--- config.mk ---
export PLATFORM = sky130hd
export DESIGN_NAME = usb_hid_mouse_report_merger
export DESIGN_NICKNAME = d
export VERILOG_FILES = /design/src/rtl/usb_hid_mouse_report_merger.sv
export SDC_FILE = /design/constraint.sdc
export NUM_CORES = 1
export LEC_CHECK = 0
export BUFFER_PORTS_ARGS = -buffer_cell sky130_fd_sc_hd__buf_2
export CORE_MARGIN = 4
export CORE_UTILIZATION = 40
export DETAILED_ROUTE_END_ITERATION = 8
export MAX_ROUTING_LAYER = met4
export PLACE_DENSITY = 0.59
export SETUP_SLACK_MARGIN = 0.05
export SLEW_MARGIN = 25
export SYNTH_ARGS = -nofsm -noshare
export SYNTH_HDL_FRONTEND = slang
export SYNTH_SLANG_ARGS = --single-unit
--- constraint.sdc ---
create_clock -name clk_i -period 10.3 [get_ports clk_i]
set_clock_uncertainty 0.2 [all_clocks]
set_input_delay 2.06 -clock clk_i [delete_from_list [all_inputs] [get_ports clk_i]]
set_output_delay 2.06 -clock clk_i [all_outputs]
set_load 0.02 [all_outputs]
--- src/rtl/usb_hid_mouse_report_merger.sv ---
// Merges HID mouse engine reports with host-injected motion/button overrides and
// presents one clamped report downstream over valid/ready; stalled reports coalesce.
module usb_hid_mouse_report_merger #(
  parameter int ACC_WIDTH    = 16,
  parameter int FLUSH_CYCLES = 60000
) (
  input  logic        clk_i,
  input  logic        rst_i,
  input  logic        enable_i,
  input  logic        mouse_valid_i,
  input  logic [7:0]  mouse_buttons_i,
  input  logic [7:0]  mouse_dx_i,
  input  logic [7:0]  mouse_dy_i,
  input  logic [7:0]  mouse_wheel_i,
  input  logic        inj_valid_i,
  output logic        inj_ready_o,
  input  logic [15:0] inj_dx_i,
  input  logic [15:0] inj_dy_i,
  input  logic [7:0]  inj_wheel_i,
  input  logic [7:0]  inj_btn_mask_i,
  input  logic [7:0]  inj_btn_val_i,
  output logic        out_valid_o,
  input  logic        out_ready_i,
  output logic [7:0]  out_buttons_o,
  output logic [7:0]  out_dx_o,
  output logic [7:0]  out_dy_o,
  output logic [7:0]  out_wheel_o,
  output logic        pending_o,
  output logic [15:0] coalesce_cnt_o
);
  localparam int SW = ACC_WIDTH + 2;
  localparam int TW = $clog2(FLUSH_CYCLES + 1);
  typedef logic signed [SW-1:0] sum_t;
  typedef enum logic {IDLE, HOLD} state_t;
  localparam sum_t AMAX = sum_t'(2 ** (ACC_WIDTH - 1) - 1);
  localparam sum_t OMAX = sum_t'(127);

  function automatic sum_t sat(input sum_t v, input sum_t lim);
    if (v > lim) return lim;
    if (v < -lim) return -lim;
    return v;
  endfunction

  state_t                        state_q;
  logic signed [ACC_WIDTH-1:0]   acc_q [3];
  logic signed [ACC_WIDTH-1:0]   acc_d [3];
  logic [7:0]                    mask_q, val_q, last_btn_q;
  logic                          dirty_q, dirty_d;
  logic [TW-1:0]                 timer_q;
  logic                          out_valid_q;
  logic [7:0]                    out_btn_q, out_dx_q, out_dy_q, out_w_q;
  logic                          pending_q;
  logic [15:0]                   coal_q;

  sum_t       sum [3], inj_v [3], mou_v [3], outv [3], nacc [3];
  logic       inj_acc, any_acc, emit_merge, coal_inc;
  logic [7:0] mask_eff, val_eff, btn_src, merged_btn;

  always_comb begin
    inj_acc  = inj_valid_i & enable_i;
    any_acc  = (acc_q[0] != '0) | (acc_q[1] != '0) | (acc_q[2] != '0);
    inj_v[0] = sum_t'(signed'(inj_dx_i));
    inj_v[1] = sum_t'(signed'(inj_dy_i));
    inj_v[2] = sum_t'(signed'(inj_wheel_i));
    mou_v[0] = sum_t'(signed'(mouse_dx_i));
    mou_v[1] = sum_t'(signed'(mouse_dy_i));
    mou_v[2] = sum_t'(signed'(mouse_wheel_i));
    emit_merge = (state_q == IDLE) && enable_i &&
                 (mouse_valid_i || dirty_q || (timer_q == TW'(FLUSH_CYCLES - 1) && any_acc));
    // Residue left after clamping stays in the accumulator for later reports.
    for (int i = 0; i < 3; i++) begin
      sum[i]   = sum_t'(acc_q[i]) + (inj_acc ? inj_v[i] : '0) + (mouse_valid_i ? mou_v[i] : '0);
      outv[i]  = sat(sum[i], OMAX);
      nacc[i]  = emit_merge ? sum[i] - outv[i] : sum[i];
      acc_d[i] = enable_i ? ACC_WIDTH'(sat(nacc[i], AMAX)) : '0;
    end
    mask_eff   = inj_acc ? inj_btn_mask_i : mask_q;
    val_eff    = inj_acc ? inj_btn_val_i  : val_q;
    btn_src    = mouse_valid_i ? mouse_buttons_i : last_btn_q;
    merged_btn = (btn_src & ~mask_eff) | (val_eff & mask_eff);
    coal_inc   = (state_q == HOLD) && mouse_valid_i;
    dirty_d    = dirty_q;
    if (!enable_i)                      dirty_d = 1'b0;
    else if (emit_merge)                dirty_d = 1'b0;
    else if (coal_inc)                  dirty_d = 1'b1;
  end

  always_ff @(posedge clk_i) begin
    if (rst_i) begin
      state_q     <= IDLE;
      for (int i = 0; i < 3; i++) acc_q[i] <= '0;
      mask_q      <= '0;
      val_q       <= '0;
      last_btn_q  <= '0;
      dirty_q     <= 1'b0;
      timer_q     <= '0;
      out_valid_q <= 1'b0;
      out_btn_q   <= '0;
      out_dx_q    <= '0;
      out_dy_q    <= '0;
      out_w_q     <= '0;
      pending_q   <= 1'b0;
      coal_q      <= '0;
    end else begin
      for (int i = 0; i < 3; i++) acc_q[i] <= acc_d[i];
      if (!enable_i) begin
        mask_q <= '0;
        val_q  <= '0;
      end else if (inj_acc) begin
        mask_q <= inj_btn_mask_i;
        val_q  <= inj_btn_val_i;
      end
      if (mouse_valid_i) last_btn_q <= mouse_buttons_i;
      dirty_q   <= dirty_d;
      pending_q <= (acc_d[0] != '0) | (acc_d[1] != '0) | (acc_d[2] != '0) | dirty_d;
      if (coal_inc && coal_q != 16'hFFFF) coal_q <= coal_q + 16'd1;
      if (!any_acc || !enable_i)  timer_q <= '0;
      else if (state_q == IDLE)   timer_q <= timer_q + TW'(1);
      case (state_q)
        IDLE: begin
          if (emit_merge) begin
            out_valid_q <= 1'b1;
            out_btn_q   <= merged_btn;
            out_dx_q    <= outv[0][7:0];
            out_dy_q    <= outv[1][7:0];
            out_w_q     <= outv[2][7:0];
            timer_q     <= '0;
            state_q     <= HOLD;
          end else if (!enable_i && mouse_valid_i) begin
            out_valid_q <= 1'b1;
            out_btn_q   <= mouse_buttons_i;
            out_dx_q    <= mouse_dx_i;
            out_dy_q    <= mouse_dy_i;
            out_w_q     <= mouse_wheel_i;
            state_q     <= HOLD;
          end
        end
        HOLD: begin
          // Bypass: newest report overwrites the held one and stays valid.
          if (!enable_i && mouse_valid_i) begin
            out_btn_q <= mouse_buttons_i;
            out_dx_q  <= mouse_dx_i;
            out_dy_q  <= mouse_dy_i;
            out_w_q   <= mouse_wheel_i;
          end else if (out_ready_i) begin
            out_valid_q <= 1'b0;
            state_q     <= IDLE;
          end
        end
        default: state_q <= IDLE;
      endcase
    end
  end

  assign inj_ready_o    = enable_i;
  assign out_valid_o    = out_valid_q;
  assign out_buttons_o  = out_btn_q;
  assign out_dx_o       = out_dx_q;
  assign out_dy_o       = out_dy_q;
  assign out_wheel_o    = out_w_q;
  assign pending_o      = pending_q;
  assign coalesce_cnt_o = coal_q;
endmodule
# Yosys cells after proc, flatten, opt, wreduce, memory -nomap -nowiden
# Memories as Yosys holds them, arrays and structs flattened.
# Cells that the tools add are included.
[word_totals] register_bits=92 ramBits=48 word_cells=168 memories=1
[memory_table] name="acc_q" words=3 word_bits=16 rd=3 rd_clocked_by_memory_dff=0 wr=3 line_no="45" text="logic signed [ACC_WIDTH-1:0] acc_q [3];"
[classes] addsub=11 order_cmp=12 eq_ne=5 mux=92 bitwise=15 reduce_logical=19
[ops] op="18-bit 2-to-1 mux" n=21
[ops] op="16-bit 2-to-1 mux" n=22
[ops] op="18-bit adder" n=6
[ops] op="16-bit nonzero test" n=6
[ops] op="8-bit 2-to-1 mux" n=11
[ops] op="8-bit one-hot mux with 2 select lines" n=4
[ops] op="18-bit by 16-bit > comparator with 1-bit output (second input constant)" n=3
[ops] op="18-bit by 8-bit > comparator with 1-bit output (second input constant)" n=3
[ops] op="18-bit by 16-bit < comparator with 1-bit output (second input constant)" n=3
[ops] op="18-bit by 8-bit < comparator with 1-bit output (second input constant)" n=3
[ops] op="18-bit subtractor" n=3
[ops] op="16-bit by 1-bit adder with 16-bit output (second input constant)" n=2
[ops] op="1-bit 2-to-1 mux" n=32
[ops] op="8-bit AND" n=2
[ops] op="16-bit equality test (second input constant)" n=1
[ops] op="16-bit != test (second input constant)" n=1
[ops] op="8-bit NOT" n=1
[ops] op="1-bit OR" n=8
[ops] op="8-bit OR" n=1
[ops] op="1-bit logical AND" n=6
[ops] op="2-bit != test (second input constant)" n=2
[ops] op="1-bit one-hot mux with 2 select lines" n=2
[ops] op="1-bit logical OR" n=3
[ops] op="3-bit by 2-bit != test with 1-bit output (second input constant)" n=1
[ops] op="5 further kinds" n=7

# Longest topological paths before layout
# Gate-level depths: netlist of the first run.
[logic_depth] ltp_word=21 depth_mapped=33 mapped_depth_nobuf=29

# Worst setup path before layout of the first run
# OpenSTA, ideal clock, no wires.
[synth_path] path_type="input -> register" from="input port mouse_valid_i" to="memory acc_q[0][12]" setup_time_ns=0.116 arrival_ns=9.229 required_time_ns=9.984 setup_slack_ns=0.755 path_stages=30 n_path_buf=6 cell_sequence="clkbuf_1 > buf_1 > clkbuf_1 > and2_1 > fa_1 > ha_1 > fa_1 > a21oi_1 > nor3_1 > or4b_2 > nor2_1 > nand4_1 > or3_1 > and2_0 > clkbuf_1 > o21ai_0 > ha_1 > nor2b_1 > o31a_1 > o21ba_2 > o41ai_1 > clkbuf_1 > a41o_1 > o311ai_0 > a2bb2oi_1 > a41oi_1 > o21ai_1 > buf_2 > nor2_1 > a31o_2"
[synth_lines] element="from (decl)" line_no="10" text="input logic mouse_valid_i,"
[synth_lines] element="to (decl)" line_no="45"

==> run metrics, run 1 <==
unrepaired setup endpoints after global routing=false; final hold vios=0; core area=33530 µm²; Worst Setup SP=enable_i; leakage power=0.006874 µW; worst-margin pin slew=1.027 ns; Synth Flop Type=dfxtp_1; largest area contributor in the netlist=dfxtp_1; placed insts=2325; largest net degree at the start of global routing=69; Post-CTS Setup Inserts=0; Slew Limit Headroom=31.52%; post-synth cell types=98; GRT Total Usage=23.37%; Port Buf Inserts=144; crit start category=input port; detail-routed net length per standard cell=18.05 µm; Finished Layout Cells=2359; # H-tree levels=4; die area=37050 µm²; clk root buf=clkbuf_16; total gr overflow=0; # DRC=0; first-pass GRT wire length=68120 µm; setup_tns=0 ns; Rows=67; Setup Viol. Count Final=0; Antenna Nets Post-Route=0; arrival time of the worst setup path=9.67 ns; layout cell share with drive strength beyond 1=15.09%; post-cts resize count=0; register area share after synthesis=20.59%; Starting Density=40.60%; max cap viols=0; Synth Register Bits=140; worst setup path class=input port to flop; flop-to-flop setup slack=2.72 ns; Tightest Hold Check Type=flop to flop; synth cell count leaders=nand2_1 (194), nor2_1 (160), a21oi_1 (145), inv_1 (145), dfxtp_1 (140); Clock Path Buffers=2; Post-Syn Area=13610 µm²; Tmin final=9.609 ns; mean area per synthesized cell=7.674 µm²; Critical R2R Capture=pending_o; First-pass DRT Iterations=5; synth warn=0; Syn Nets=2011; area grow syn2layout=13.89%; outcome=complete, no violations; HPWL after DPL=33460 µm; IO Count=145; # clock sinks=140; routed vias=13426; Max Fclk=104.1 MHz; Final Cycle Share=93.29%; Crit. End Element=flop; Pins Over Slew Limit=0; number of enable flip-flop cells after synthesis=0; initial antenna violation count=3; Worst EP required=10.36 ns; Routed WL=42590 µm; Critical Path Sink=acc_q[0][17]; Synth top area share=20.59%; Net count, final=2133; fraction of registers with async set or reset after synthesis=0%; vias in the first global route=12802; worst skew pair latency=0.43 ns; count leader, synth=nand2_1; synth top area cells=dfxtp_1 (21%), ha_1 (8.2%), fa_1 (7.9%); worst-case vdd ir drop=0.1113 mV; start of the worst register-to-register path=acc_q[0][34]; R2R cell count=27; Clock transition at path regs=0.07 ns; # hold bufs at CTS=0; Die Y=192.5 µm; power density cells=238.3 nW/µm²; Max FO, Critical Path=19; post-synthesis cell count=1774; Placer Congestion=0.9628; cts bufs inserted=17; First DRT Iteration DRCs=1071; DR vias/cell=5.691; Die X=192.5 µm; CTS tree=yes
layout by cell type (no fill, tap or decap), types with 6 or more instances in the layout:
cell type	count
and3_1	32
and2_1	15
nor4_1	28
nor2b_1	6
or3_1	14
nand2b_1	14
a21oi_1	145
a211o_1	9
xor2_1	40
o22ai_1	9
o21bai_1	7
o21ai_0	78
nand4_1	19
or4_1	7
mux2_2	17
nor3_1	39
a211oi_1	51
nand3_1	36
xnor2_1	43
clkbuf_16	17
o211ai_1	30
nor2_1	160
or2_2	8
a31oi_1	15
a21o_1	27
and4_1	7
fa_1	54
buf_2	144
inv_1	145
o21a_1	15
dfxtp_1	140
a311oi_1	7
ha_1	89
mux2i_1	44
nand2_1	193
buf_4	44
nand3b_1	6
o21ai_1	8
layer usage:
| metal | global-route usage (%) | routed length [µm] | vias to the layer above | part of all wire, % |
|---|---|---|---|---|
| met5 | - | 0 | - | 0 |
| met4 | 5.924 | 1005 | 0 | 2.4 |
| met3 | 2.967 | 2170 | 52 | 5.1 |
| met2 | 36.56 | 19270 | 393 | 45 |
| met1 | 32.23 | 20150 | 6379 | 47 |
| li1 | - | - | 6602 | - |
cell type report:
| class | instances | area [µm²] |
|---|---|---|
| fillers | 3458 | 18030 |
| clock inverters | 15 | 171.4 |
| flip-flops and latches | 140 | 2803 |
| repair buffers | 189 | 1071 |
| well taps | 448 | 560.5 |
| clock buffers | 17 | 425.4 |
| multi-input cells | 1401 | 9916 |
| inverters | 147 | 551.8 |
| diodes | 2 | 5.005 |
flip-flops by register name (all words and copies together) (netlist names):
| signal | count |
|---|---|
| acc_q | 48 |
| coalesce_cnt_o | 16 |
| timer_q | 16 |
| last_btn_q | 8 |
| mask_q | 8 |
| out_buttons_o | 8 |
| out_dx_o | 8 |
| out_dy_o | 8 |
| out_wheel_o | 8 |
| val_q | 8 |
| dirty_q | 1 |
| out_valid_o | 1 |
| pending_o | 1 |
| state_q | 1 |
cell families after synthesis:
group,after synthesis,synth area share [%]
buf+inv,233,6.765
compound gates,492,24.22
flops,140,20.59
fa+ha+maj,143,16.12
mux,61,4.642
xor+xnor,84,5.460
simple gates,621,22.21
power by group:
part / switching, µW / internal [µW] / leakage (µW)
clock network: 299 / 327 / 0.000285
registers: 47.1 / 600 / 0.00114
logic: 1480 / 938 / 0.00544
total: 1830 / 1870 / 0.00687
worst max-delay path, cell delays in order:
cell and delay [ns]:
buf_2 0.14, and2_2 0.35, buf_4 0.35, nand2_1 0.12
fa_1 0.51, inv_1 0.07, fa_1 0.48, a211oi_2 0.28
o21ai_2 0.17, nor2_1 0.26, o311ai_4 0.18, or3_4 0.38
nor4_1 0.44, a31oi_1 0.30, o21ai_0 0.41, ha_1 0.35
a21oi_1 0.20, nand4b_1 0.16, a21oi_1 0.12, o211ai_1 0.34
nand3_1 0.12, o211a_1 0.22, o21ai_1 0.11, or4b_1 0.49
or4_4 0.61, a21oi_4 0.35, a311oi_1 0.09
per-stage QoR:
step | setup slack (ns) | hold WS [ns] | total power, µW | area [µm²] | util, %
after floorplan | 0.7545 | 0.2363 | 2414 | 13610 | -
after global placement | 0.4327 | 0.2447 | 3036 | 14900 | 44.43
after detailed placement | 0.3330 | 0.2527 | 3034 | 14900 | 44.43
after CTS | 0.7585 | 0.2623 | 3677 | 15500 | 46.21
after global routing | 0.1207 | 0.2817 | 4001 | 15500 | 46.24
final | 0.6913 | 0.2585 | 3695 | 15500 | 46.24
worst min-delay path by stage:
stage	from	to	cells past startpoint	slack, ns
after detailed placement	val_q[7]	val_q[7]	2	0.25
after global routing	val_q[4]	val_q[4]	2	0.28
final	val_q[7]	val_q[7]	2	0.26
after CTS	val_q[4]	val_q[4]	2	0.26
after global placement	val_q[1]	val_q[1]	2	0.24
after floorplan	val_q[0]	val_q[0]	2	0.24
No activity file was read; power rests on OpenSTA's default activity.
==> run 2, diff against run 1 <==
--- a/config.mk
+++ b/config.mk
@@ -7,10 +7,10 @@
 export LEC_CHECK = 0
 export BUFFER_PORTS_ARGS = -buffer_cell sky130_fd_sc_hd__buf_2
 export CORE_MARGIN = 4
-export CORE_UTILIZATION = 40
+export CORE_UTILIZATION = 55
 export DETAILED_ROUTE_END_ITERATION = 8
 export MAX_ROUTING_LAYER = met4
-export PLACE_DENSITY = 0.59
+export PLACE_DENSITY = 0.76
 export SETUP_SLACK_MARGIN = 0.05
 export SLEW_MARGIN = 25
 export SYNTH_ARGS = -nofsm -noshare
==> run metrics, run 2 (synthesis gave the netlist of run 1 again) <==
largest net degree at the start of global routing=83 (+20%); Hold Crit Endpoint=val_q[4]; total gr overflow=0 (unchanged); Worst EP required=10.37 ns (about the same); Post-DP Area=14650 µm² (-1.7%); area occupied by multi-input gates=9922 µm² (about the same); detail-routed net length per standard cell=17.68 µm (-2.1%); DR vias/cell=6.110 (+7.4%); routed vias=13582 (+1.2%); FILL cells=2154 (-38%); power density cells=238.7 nW/µm² (+0.17%); core area=24320 µm² (-27%); worst skew pair latency=0.44 ns (about the same); Clock transition at path regs=0.07 ns (about the same); start of the worst register-to-register path=acc_q[0][34]; CP delay by family, top=simple AND/OR/NAND/NOR gates; Worst path depth=29 (+7.4%); CTS tree=yes; Setup Viol. Count Final=0 (unchanged); M1 wire length=17360 µm (-14%); flop-to-flop setup slack=2.67 ns (-0.05 ns); worst setup margin=0.6560 ns (-0.03524 ns); max incr delay on CP=0.62 ns (about the same); Crit. End Element=flop; Hold Crit Depth=2 (unchanged); Storage cell area=2803 µm² (unchanged); Max FO, Critical Path=19 (unchanged); final hold vios=0 (unchanged); # clock sinks=140 (unchanged); Max Fclk=103.7 MHz (-0.37%); worst setup path class=input port to flop; max FFs per register=48 (unchanged); layout cell share with drive strength beyond 1=14.65% (-0.44 points); initial antenna violation count=1 (-2); critical path's slowest cell=or4_4; area grow syn2layout=12.22%; First-pass DRT Iterations=6 (+1); Net count, final=2122 (-0.52%); unrepaired setup endpoints after global routing=false; Rows=57 (-15%); Placer Congestion=0.9675 (+0.49%); Top reg by flops=acc_q; Tmin final=9.644 ns (+0.03524 ns); clk root buf=clkbuf_16; # H-tree levels=4 (unchanged); First DRT Iteration DRCs=1179 (+10%); setup_tns=0 ns (unchanged); max cap viols=0 (unchanged); most frequent cells in the layout=nand2_1 (193), nor2_1 (160), inv_1 (145), a21oi_1 (145), buf_2 (144); Worst Setup SP=enable_i; Final Cycle Share=93.63% (+0.34 points); die area=27330 µm² (-26%); design area=15280 µm² (-1.5%); vias in the first global route=12664 (-1.1%); worst-case vdd ir drop=0.1274 mV (+15%); first-pass GRT wire length=63170 µm (-7.3%); GRT Total Usage=29.27% (+5.9 points); Critical R2R Capture=acc_q[0][39]; IO Count=145 (unchanged); Clock Path Buffers=2 (unchanged); outcome=complete, no violations; leakage power=0.006832 µW (-0.61%); commonest non-fill, non-tap cell in the layout=nand2_1; # DRC=0 (unchanged); R2R cell count=28 (+3.7%); # hold bufs at CTS=0 (unchanged); arrival time of the worst setup path=9.71 ns (+0.04 ns); Routed WL=39290 µm (-7.7%); crit start category=input port; Starting Density=55.98% (+15 points); hold wc startpoint=val_q[4]; Die X=165.3 µm (-14%); Pins Over Slew Limit=0 (unchanged); Tightest Hold Check Type=flop to flop; WP buf/inv=4 (+1); Die Y=165.3 µm (-14%); Antenna Nets Post-Route=0 (unchanged); routed length on met3=2586 µm (+19%); Slew Limit Headroom=34.60% (+3.1 points); HPWL after DPL=30530 µm (-8.8%); DR top layer=met4; worst-margin pin slew=0.9809 ns (-0.04621 ns); WL met2=18180 µm (-5.6%); Port Buf Inserts=144 (unchanged); cts bufs inserted=17 (unchanged); CP dominant cell by count=fa_1; DP Worst Slack=0.3170 ns (-0.01600 ns)
## run 2: worst max-delay path by stage
stage,slack (ns),endpoint
floorplan,0.75,acc_q[0][12]
global placement,0.35,acc_q[0][19]
detailed placement,0.32,acc_q[0][17]
CTS,0.75,acc_q[0][19]
global route,0.20,acc_q[0][20]
finish,0.66,acc_q[0][19]
## run 2: final cells by class
cell class | instances | share of cell area (%)
multi-input combinational | 1401 | 64.95
sequential | 140 | 18.35
timing repair buffer | 178 | 6.388
inverter | 147 | 3.612
clock buffer | 17 | 2.785
tap | 324 | 2.654
clock inverter | 15 | 1.253
antenna | 1 | 0.01638
## run 2: report_power, final
group / switching, µW / leakage, µW / internal, µW
combinational: 1460 / 0.00539 / 912
clock: 296 / 0.000300 / 331
sequential: 49.0 / 0.00114 / 600
## run 2: worst register-to-register path: cells and delay by family, from the launching register on
family | cells | cell delay, ns
fa+ha+maj | 4 | 1.62
flops | 1 | 0.38
xor+xnor | 1 | 0.09
compound gates | 12 | 2.92
buf+inv | 4 | 0.44
simple gates | 7 | 1.80
## run 2: per-stage QoR
stage | power (µW) | util [%] | instances | hold WS, ns
after floorplan | 2414 | - | 1774 | 0.2363
after global placement | 2918 | 60.24 | 2190 | 0.2441
after detailed placement | 2966 | 60.24 | 2190 | 0.2514
after CTS | 3601 | 62.77 | 2222 | 0.2619
after global routing | 3926 | 62.82 | 2223 | 0.2848
final | 3647 | 62.82 | 2223 | 0.2570
## run 2: layer usage
| layer | track usage [%] | vias to the layer above |
|---|---|---|
| li1 | - | 6590 |
| met1 | 38.97 | 6390 |
| met2 | 45.81 | 515 |
| met3 | 4.517 | 87 |
| met4 | 9.786 | 0 |
| met5 | - | - |
## run 2: repair_timing
item	4_1_cts	5_1_grt
resized for setup	0	1
endpoints found under the setup margin	0	1
setup buffers	0	0
